`src/rtl/lht_pkg.sv`:
```
// lht_pkg: shared defaults, update record and controller state for the LHT access controller
package lht_pkg;
  localparam int LHT_IDX_W  = 10;
  localparam int LHT_HIST_W = 10;
  typedef struct packed {
    logic [LHT_IDX_W-1:0] idx;
    logic                 taken;
  } lht_upd_t;
  typedef enum logic [1:0] {CLEAR, IDLE, UPD_WR} lht_ctrl_state_t;
endpackage

```
`src/rtl/lht_upd_fifo.sv`:
```
// lht_upd_fifo: synchronous FIFO of pending LHT updates, flushed by an active-low sync reset
module lht_upd_fifo import lht_pkg::*; #(
  parameter int  DEPTH = 4,
  parameter type T     = lht_upd_t
) (
  input  logic                   clk_i,
  input  logic                   rst_ni,
  input  logic                   push_i,
  input  T                       data_i,
  input  logic                   pop_i,
  output T                       data_o,
  output logic                   full_o,
  output logic                   empty_o,
  output logic [$clog2(DEPTH):0] count_o
);
  localparam int AW = $clog2(DEPTH);
  T mem_q [DEPTH];
  logic [AW-1:0] wr_q, rd_q;
  logic [AW:0] cnt_q;
  assign data_o  = mem_q[rd_q];
  assign full_o  = cnt_q == (AW+1)'(DEPTH);
  assign empty_o = cnt_q == '0;
  assign count_o = cnt_q;
  always_ff @(posedge clk_i) begin
    if (!rst_ni) begin
      wr_q  <= '0;
      rd_q  <= '0;
      cnt_q <= '0;
    end else begin
      if (push_i) begin
        mem_q[wr_q] <= data_i;
        wr_q        <= wr_q + 1'b1;
      end
      if (pop_i) rd_q <= rd_q + 1'b1;
      cnt_q <= cnt_q + (AW+1)'(push_i) - (AW+1)'(pop_i);
    end
  end
endmodule

```
`src/rtl/lht_access_ctrl.sv`:
```
// lht_access_ctrl: shares the single-port LHT RAM between lookups and queued read-modify-write updates
module lht_access_ctrl import lht_pkg::*; #(
  parameter int IDX_W          = LHT_IDX_W,
  parameter int HIST_W         = LHT_HIST_W,
  parameter int Q_DEPTH        = 4,
  parameter int MAX_STARVE     = 8,
  parameter bit CLEAR_ON_RESET = 1'b1
) (
  input  logic                     clk_i,
  input  logic                     rst_ni,
  input  logic                     lk_valid_i,
  input  logic [IDX_W-1:0]         lk_idx_i,
  output logic                     lk_ready_o,
  output logic                     lk_hist_valid_o,
  output logic [HIST_W-1:0]        lk_hist_o,
  input  logic                     up_valid_i,
  input  logic [IDX_W-1:0]         up_idx_i,
  input  logic                     up_taken_i,
  output logic                     up_ready_o,
  output logic                     ram_en_o,
  output logic                     ram_we_o,
  output logic [IDX_W-1:0]         ram_addr_o,
  output logic [HIST_W-1:0]        ram_wdata_o,
  input  logic [HIST_W-1:0]        ram_rdata_i,
  output logic [$clog2(Q_DEPTH):0] q_count_o
);
  localparam int SW = $clog2(MAX_STARVE + 1);
  typedef struct packed {
    logic [IDX_W-1:0] idx;
    logic             taken;
  } upd_t;
  lht_ctrl_state_t state_q;
  logic [IDX_W-1:0] clr_q;
  logic [SW-1:0] starve_q;
  upd_t wr_q, head, up_in;
  logic hv_q;
  logic [HIST_W-1:0] hist_q;
  logic full, empty, push, upd_go, lk_go, wr_st;
  assign up_in  = '{idx: up_idx_i, taken: up_taken_i};
  assign upd_go = state_q == IDLE && !empty && (full || !lk_valid_i || starve_q == SW'(MAX_STARVE));
  assign lk_go  = state_q == IDLE && !upd_go && lk_valid_i;
  assign push   = up_valid_i && up_ready_o;
  assign wr_st  = state_q == CLEAR || state_q == UPD_WR;
  // Reset gates every request so nothing reaches the RAM while reset is held
  assign lk_ready_o      = rst_ni && lk_go;
  assign up_ready_o      = rst_ni && state_q != CLEAR && !full;
  assign ram_en_o        = rst_ni && (wr_st || upd_go || lk_go);
  assign ram_we_o        = rst_ni && wr_st;
  assign ram_addr_o      = !ram_en_o ? '0 : state_q == CLEAR ? clr_q : state_q == UPD_WR ? wr_q.idx :
                           upd_go ? head.idx : lk_idx_i;
  assign ram_wdata_o     = ram_we_o && state_q == UPD_WR ? {ram_rdata_i[HIST_W-2:0], wr_q.taken} : '0;
  assign lk_hist_valid_o = hv_q;
  assign lk_hist_o       = hv_q ? ram_rdata_i : hist_q;
  lht_upd_fifo #(.DEPTH(Q_DEPTH), .T(upd_t)) u_fifo (
    .clk_i   (clk_i),
    .rst_ni  (rst_ni),
    .push_i  (push),
    .data_i  (up_in),
    .pop_i   (upd_go),
    .data_o  (head),
    .full_o  (full),
    .empty_o (empty),
    .count_o (q_count_o)
  );
  always_ff @(posedge clk_i) begin
    if (!rst_ni) begin
      if (CLEAR_ON_RESET) state_q <= CLEAR;
      else state_q <= IDLE;
      clr_q    <= '0;
      starve_q <= '0;
      wr_q     <= '0;
      hv_q     <= 1'b0;
      hist_q   <= '0;
    end else begin
      hv_q   <= lk_go;
      hist_q <= lk_hist_o;
      case (state_q)
        CLEAR: begin
          clr_q <= clr_q + 1'b1;
          if (&clr_q) state_q <= IDLE;
        end
        UPD_WR: state_q <= IDLE;
        IDLE:
          if (upd_go) begin
            state_q  <= UPD_WR;
            wr_q     <= head;
            starve_q <= '0;
          end else if (lk_go) starve_q <= empty ? '0 : starve_q + 1'b1;
        default: state_q <= IDLE;
      endcase
    end
  end
endmodule

```
`config.mk`:
```
export PLATFORM = sky130hd
export DESIGN_NAME = lht_access_ctrl
export DESIGN_NICKNAME = d
export VERILOG_FILES = /design/src/rtl/lht_pkg.sv /design/src/rtl/lht_upd_fifo.sv /design/src/rtl/lht_access_ctrl.sv
export SDC_FILE = /design/constraint.sdc
export NUM_CORES = 1
export LEC_CHECK = 0
export ABC_CLOCK_PERIOD_IN_PS = 3200
export CAP_MARGIN = 20
export CORE_MARGIN = 8
export CORE_UTILIZATION = 45
export CTS_CLUSTER_DIAMETER = 80
export DETAILED_ROUTE_END_ITERATION = 16
export PLACE_DENSITY = 0.7
export SYNTH_ARGS = -nofsm -noshare
export SYNTH_HDL_FRONTEND = slang
export SYNTH_SLANG_ARGS = --single-unit
```
`constraint.sdc`:
```
create_clock -name clk_i -period 3.2 [get_ports clk_i]
set_input_delay 0.32 -clock clk_i [delete_from_list [all_inputs] [get_ports clk_i]]
set_output_delay 0.32 -clock clk_i [all_outputs]
set_load 0.02 [all_outputs]
```
Word-level counts from Yosys, hierarchy flattened
Memory sizes are Yosys's and may differ from the RTL's. A register that Yosys moved wholly into a read port is not among the register bits.
Index checks and enable logic that the tools add are counted.
{ "totals": {"regBits": 45, "ram_bits": 44, "in_bits": 35, "word_cells": 68, "mem_count": 1} }
{ "mem_list": {"columns": ["memory", "words", "width", "rd", "rd_clocked_by_memory_dff", "write_ports", "line", "rtl"], "rows": [
  ["u_fifo.mem_q", 4, 11, 1, 1, 1, "lht_upd_fifo.sv:17", "T mem_q [DEPTH];"]
]} }
{ "classes": {"n_addsub": 6, "eq_ne": 6, "mux": 17, "n_reduce_logical": 28} }
{ "ops": {"columns": ["cell", "count"], "rows": [
  ["10-bit two-way mux", 6],
  ["4-bit two-way mux", 3],
  ["1-bit logical AND", 11],
  ["10-bit by 1-bit adder with 10-bit output (second input constant)", 1],
  ["10-bit AND reduction", 1],
  ["2-bit two-way mux", 4],
  ["2-bit AND reduction", 3],
  ["1-bit logical OR", 5],
  ["2-bit by 1-bit adder with 2-bit output (second input constant)", 2],
  ["4-bit by 1-bit adder with 4-bit output (second input constant)", 1],
  ["4-bit == test (second input constant)", 1],
  ["1-bit zero test", 4],
  ["2-bit by 1-bit != test with 1-bit output (second input constant)", 2],
  ["2-bit case mux with 2 select lines", 1],
  ["2-bit nonzero test", 2],
  ["3-bit by 1-bit adder with 3-bit output", 1],
  ["3-bit == test (second input constant)", 1],
  ["3-bit zero test", 1],
  ["1-bit two-way mux", 3],
  ["3-bit by 1-bit subtractor with 3-bit output", 1],
  ["2-bit by 1-bit == test with 1-bit output (second input constant)", 1],
  ["2-bit == test (second input constant)", 1],
  ["2-bit zero test", 1]
]} }

Depth between registers and ports, before layout
{ "depth": {"ltp_word": 10, "depth_mapped": 13, "depth_no_buf": 12} }

By module
A second synthesis with hierarchy kept.
{ "unflattened": {"cells_unflattened": 332, "area_unflattened_um2": 4110.2} }
{ "modules_own_cells": {"columns": ["module", "n_inst", "cells_each", "area_per_inst_um2", "seq_area_each_um2"], "rows": [
  ["lht_access_ctrl", 1, 232, 2078.2, 760.7],
  ["lht_upd_fifo", 1, 100, 2031.9, 1501.4]
]} }

Least setup slack after synthesis
Ideal clock, no wire load.
{ "synth_path": {"kind": "register to register", "from": "register starve_q[0]", "to": "register u_fifo.cnt_q[2], in the netlist u_fifo.count_o[2]", "setup_time_ns": 0.129, "arrival_time_ns": 2.363, "required_ns": 3.071, "path_slack_ns": 0.709, "path_stages_with_launch": 14, "path_buffers": 1, "cell_sequence": "dfxtp_1 > inv_1 > ha_1 > and3b_1 > o211ai_4 > buf_8 > inv_1 > ha_1 > inv_1 > ha_1 > inv_1 > fa_1 > xnor2_1 > nor2_1"} }
{ "synth_between": {"elab_chain_len": 4} }
{ "synth_rtl": {"columns": ["item", "line", "rtl"], "rows": [
  ["start: declaration", "lht_access_ctrl.sv:34", "logic [SW-1:0] starve_q;"],
  ["start signal: assignment", "lht_access_ctrl.sv:88", "end else if (lk_go) starve_q <= empty ? '0 : starve_q + 1'b1;"],
  ["4-bit == test", "lht_access_ctrl.sv:40", "assign upd_go = state_q == IDLE && !empty && (full || !lk_valid_i || starve_q == SW'(MAX_STARVE));"],
  ["1-bit logical OR", "lht_access_ctrl.sv:40", null],
  ["1-bit logical AND", "lht_access_ctrl.sv:40", null],
  ["3-bit by 1-bit subtractor with 3-bit output", "lht_upd_fifo.sv:35", "cnt_q <= cnt_q + (AW+1)'(push_i) - (AW+1)'(pop_i);"],
  ["end signal: assignment", "lht_upd_fifo.sv:35", null],
  ["end: declaration", "lht_upd_fifo.sv:19", "logic [AW:0] cnt_q;"]
]} }
Every way passes these cells.
A chain may end at the register's enable or synchronous reset.

Final worst setup path
{ "layout_path": {"from": "register starve_q[0]", "to": "output port ram_addr_o[8]"} }
{ "layout_between": {"elab_chain_len": 9, "elab_cells_between_ends": 13} }
{ "layout_rtl": {"columns": ["item", "line", "rtl"], "rows": [
  ["4-bit == test *", "lht_access_ctrl.sv:40", null],
  ["1-bit logical OR *", "lht_access_ctrl.sv:40", null],
  ["1-bit logical AND *", "lht_access_ctrl.sv:40", null],
  ["1-bit zero test", "lht_access_ctrl.sv:41", "assign lk_go = state_q == IDLE && !upd_go && lk_valid_i;"],
  ["1-bit logical AND (2 in a row)", "lht_access_ctrl.sv:41", null],
  ["1-bit logical OR", "lht_access_ctrl.sv:47", "assign ram_en_o = rst_ni && (wr_st || upd_go || lk_go);"],
  ["1-bit logical AND", "lht_access_ctrl.sv:47", null],
  ["10-bit two-way mux *", "lht_access_ctrl.sv:49", "assign ram_addr_o = !ram_en_o ? '0 : state_q == CLEAR ? clr_q : state_q == UPD_WR ? wr_q.idx :"],
  ["end: declaration", "lht_access_ctrl.sv:22", "output logic [IDX_W-1:0] ram_addr_o,"]
]} }
Every way passes the cells marked *; elsewhere a longest branch is shown, timed or not.

==> run metrics <==
status=finished, final reports clean; max-slew violations=0; reg-to-reg endpoint=u_fifo.count_o[2]; CP delay by family, top=buffers and inverters; Async S/R FF share, synth=0%; crit path time final=2.95 ns; Cell Pwr Density=398 nW/um^2; Vias per Instance=5.22; Layout fillers=756; I/O pins=73; largest net degree at the start of global routing=31; top post-synthesis cells by area=edfxtp_1, dfxtp_1, mux4_2, mux2i_1, nor2_1; post-route ant nets=0; CP Max Fanout=10; DR iter-0 viols=94; Skew-Pair Late Insertion Delay=0.36 ns; CTS Buf Count=9; DRC Markers=0; CP max stage delay=0.67 ns; Root Buffer=clkbuf_8; top-count cell post-synth=dfxtp_1; area of the multi-input gates=1710 sq um; sequential cell area=2260 sq um; startpoint types=flop; Distinct cells, synth=49; crit path cell chain=inv_1 -> ha_1 -> and3b_1 -> o211ai_2 -> nor2b_1 -> a2111oi_2 -> clkdlybuf4s50_1; Final Non-Filler Cells=527; Hold Crit Endpoint=starve_q[3]; post-route design area=5170 sq um; GRT Overall Usage=15.1%; worst hold path cell count=2; Synth Register Bits=91; Post-Syn Nets=374; vias in the first global route=2,915; # Post-CTS Setup Buffers=0; relative max-transition margin=62.6%; maxcap violations=0; Wirelength per Cell=16.6 um; port bufs=72; Die Height=112 um; # hold bufs at CTS=0; Clock Tree Buf Depth=2; Cells after DPL=511; Worst VDD drop=0.000286 V; synth warn=0; Fin. Hold Viols=0; critical path class=flop to output port; Worst Hold Slack=0.471 ns; global-route wire length before repair=14,800 um; final period utilization=92.1%; Synth area leader=edfxtp_1; reg2reg start=starve_q[0]; RSZ-0062 raised after global routing=no; post-place instance area=4990 sq um; endpoints failing setup=0; Die Wd=112 um; Core ar.=9060 sq um; standard-cell rows=35; Reg clk slew, reported paths=0.10 ns; Worst Path Buf+Inv=2; Max Fclk=339 MHz; CTS tree=built; WP data arrival=2.63 ns; WP data required=2.88 ns; GPL Wtd Cong=0.762; Post-synth EDFFs=44; Leak=0.00192 uW; Synth Flop Type=dfxtp_1; R2R depth=12; setup TNS=0 ns; worst reg-to-reg setup slack=0.83 ns; Hold Crit Class=flop to flop; top post-synthesis cells by count=dfxtp_1, edfxtp_1, nor2_1; total routed wirelength=8760 um; area grow syn2layout=25.8%; Pre-antenna DRT Iters=4; Resized Gates After CTS=0; Worst setup EP type=output port; Yosys top cell area share=32.1%; Die ar.=12,500 sq um; Worst-Margin Slew=0.560 ns; Final Power=2060 uW; routed vias=2,749; Avg Cell Area, Syn=12.5 sq um; Seq/Total Area, Yosys=55.0%; NumNets Final=456; grt ovf=0; H-tree levels=3; Initial Util=45.4%; TritonCTS Sinks=91; layout cells sized above 1=15.4%; Worst path slowest cell=clkdlybuf4s50_1; Post-Syn Area=4110 sq um; Hold Startpoint=starve_q[3]; hpwl dp=6550 um; Syn Inst Count=329; initial antenna violation count=0; worst-case clock skew=0.0129 ns; antenna cells=0
worst register-to-register path, delay by kind of cell (launching register included):
| kind | cells | cell delay, ns |
|---|---|---|
| and+or+nand+nor | 2 | 0.26 |
| AOI/OAI and AO/OA | 1 | 0.25 |
| DFF | 1 | 0.40 |
| buffers and inverters | 4 | 0.24 |
| xor gates and xnor gates | 1 | 0.16 |
| adders and majority gates | 4 | 0.96 |
per-stage QoR:
step                worst slack (ns)  utilization [%]
floorplan                      0.709                -
global placement               0.464             55.0
detailed placement             0.417             55.0
CTS                            0.212             57.1
global route                  0.0658             57.1
finish                         0.254             57.1
layer usage:
layer	wire (um)	GRT usage (%)	vias up
li1	-	-	1359
met1	3770	17.2	1342
met2	4550	26.1	41
met3	351	5.14	7
met4	82	4.38	0
met5	0	0	-
worst max-delay path by stage:
| stage | slack [ns] | endpoint | start | cells past startpoint |
|---|---|---|---|---|
| 5_1_grt | 0.07 | ram_addr_o[8] | starve_q[0] | 7 |
| 4_1_cts | 0.21 | ram_addr_o[8] | starve_q[0] | 7 |
| 3_3_place_gp | 0.46 | ram_addr_o[8] | lk_valid_i | 6 |
| 3_5_place_dp | 0.42 | ram_addr_o[8] | lk_valid_i | 6 |
| 6_report | 0.25 | ram_addr_o[8] | starve_q[0] | 7 |
| 2_1_floorplan | 0.71 | u_fifo.count_o[2] | starve_q[0] | 13 |
cell type report:
type / count / area share (%)
multi-input cells: 211 / 33.1
inverters: 11 / 0.798
clock inverters: 7 / 1.21
flip-flops and latches: 91 / 43.7
clock buffers: 9 / 2.39
well taps: 111 / 2.68
repair buffers: 87 / 16.1
power by group:
group	total, uW	leakage (uW)	switching (uW)	internal [uW]
Clock	744	0.0000988	441	303
Sequential	1220	0.000774	3.42	1220
Combinational	94.6	0.00105	39.6	55.0
Total	2060	0.00192	484	1580
placed cells by master (no fill, tap or decap), types with 2 or more instances in the layout:
master / synthesis / final
ha_1: 9 / 9
o21a_1: 3 / 3
edfxtp_1: 44 / 44
and2_1: 15 / 15
o21ai_0: 11 / 11
nand4_1: 2 / 2
buf_4: 2 / 15
and3_1: 12 / 12
inv_1: 11 / 11
nor2_1: 38 / 38
nand2_1: 8 / 8
nand3b_1: 2 / 2
dfxtp_1: 47 / 47
mux2_2: 10 / 10
xor2_1: 8 / 8
xnor2_1: 3 / 3
inv_8: 0 / 2
nand2b_1: 9 / 9
a21oi_1: 7 / 7
clkdlybuf4s50_1: 0 / 72
inv_6: 0 / 4
clkbuf_8: 0 / 9
mux2i_1: 22 / 22
nand3_1: 5 / 5
nor3_1: 3 / 3
o21ai_1: 3 / 3
mux4_2: 11 / 11
o2111a_1: 9 / 9
sequential cells by signal, indices dropped and copies added, names as in the netlist, named ones only:
register and cells:
clr_q 10, hist_q 10, lk_hist_valid_o 1, starve_q 4, state_q 2, u_fifo.count_o 3
u_fifo.mem_q 44, u_fifo.rd_q 2, u_fifo.wr_q 2, wr_q 11
logic make-up after synthesis:
family / Yosys count / synth area share (%)
flip-flops: 91 / 55.0
multiplexers: 43 / 14.1
AND/OR/NAND/NOR: 105 / 13.5
XOR/XNOR: 12 / 2.74
buffers and inverters: 27 / 3.38
adder cells (fa/ha/maj): 10 / 3.22
AO/OA/AOI/OAI: 41 / 8.03
Power figures use the tool's default switching activity.
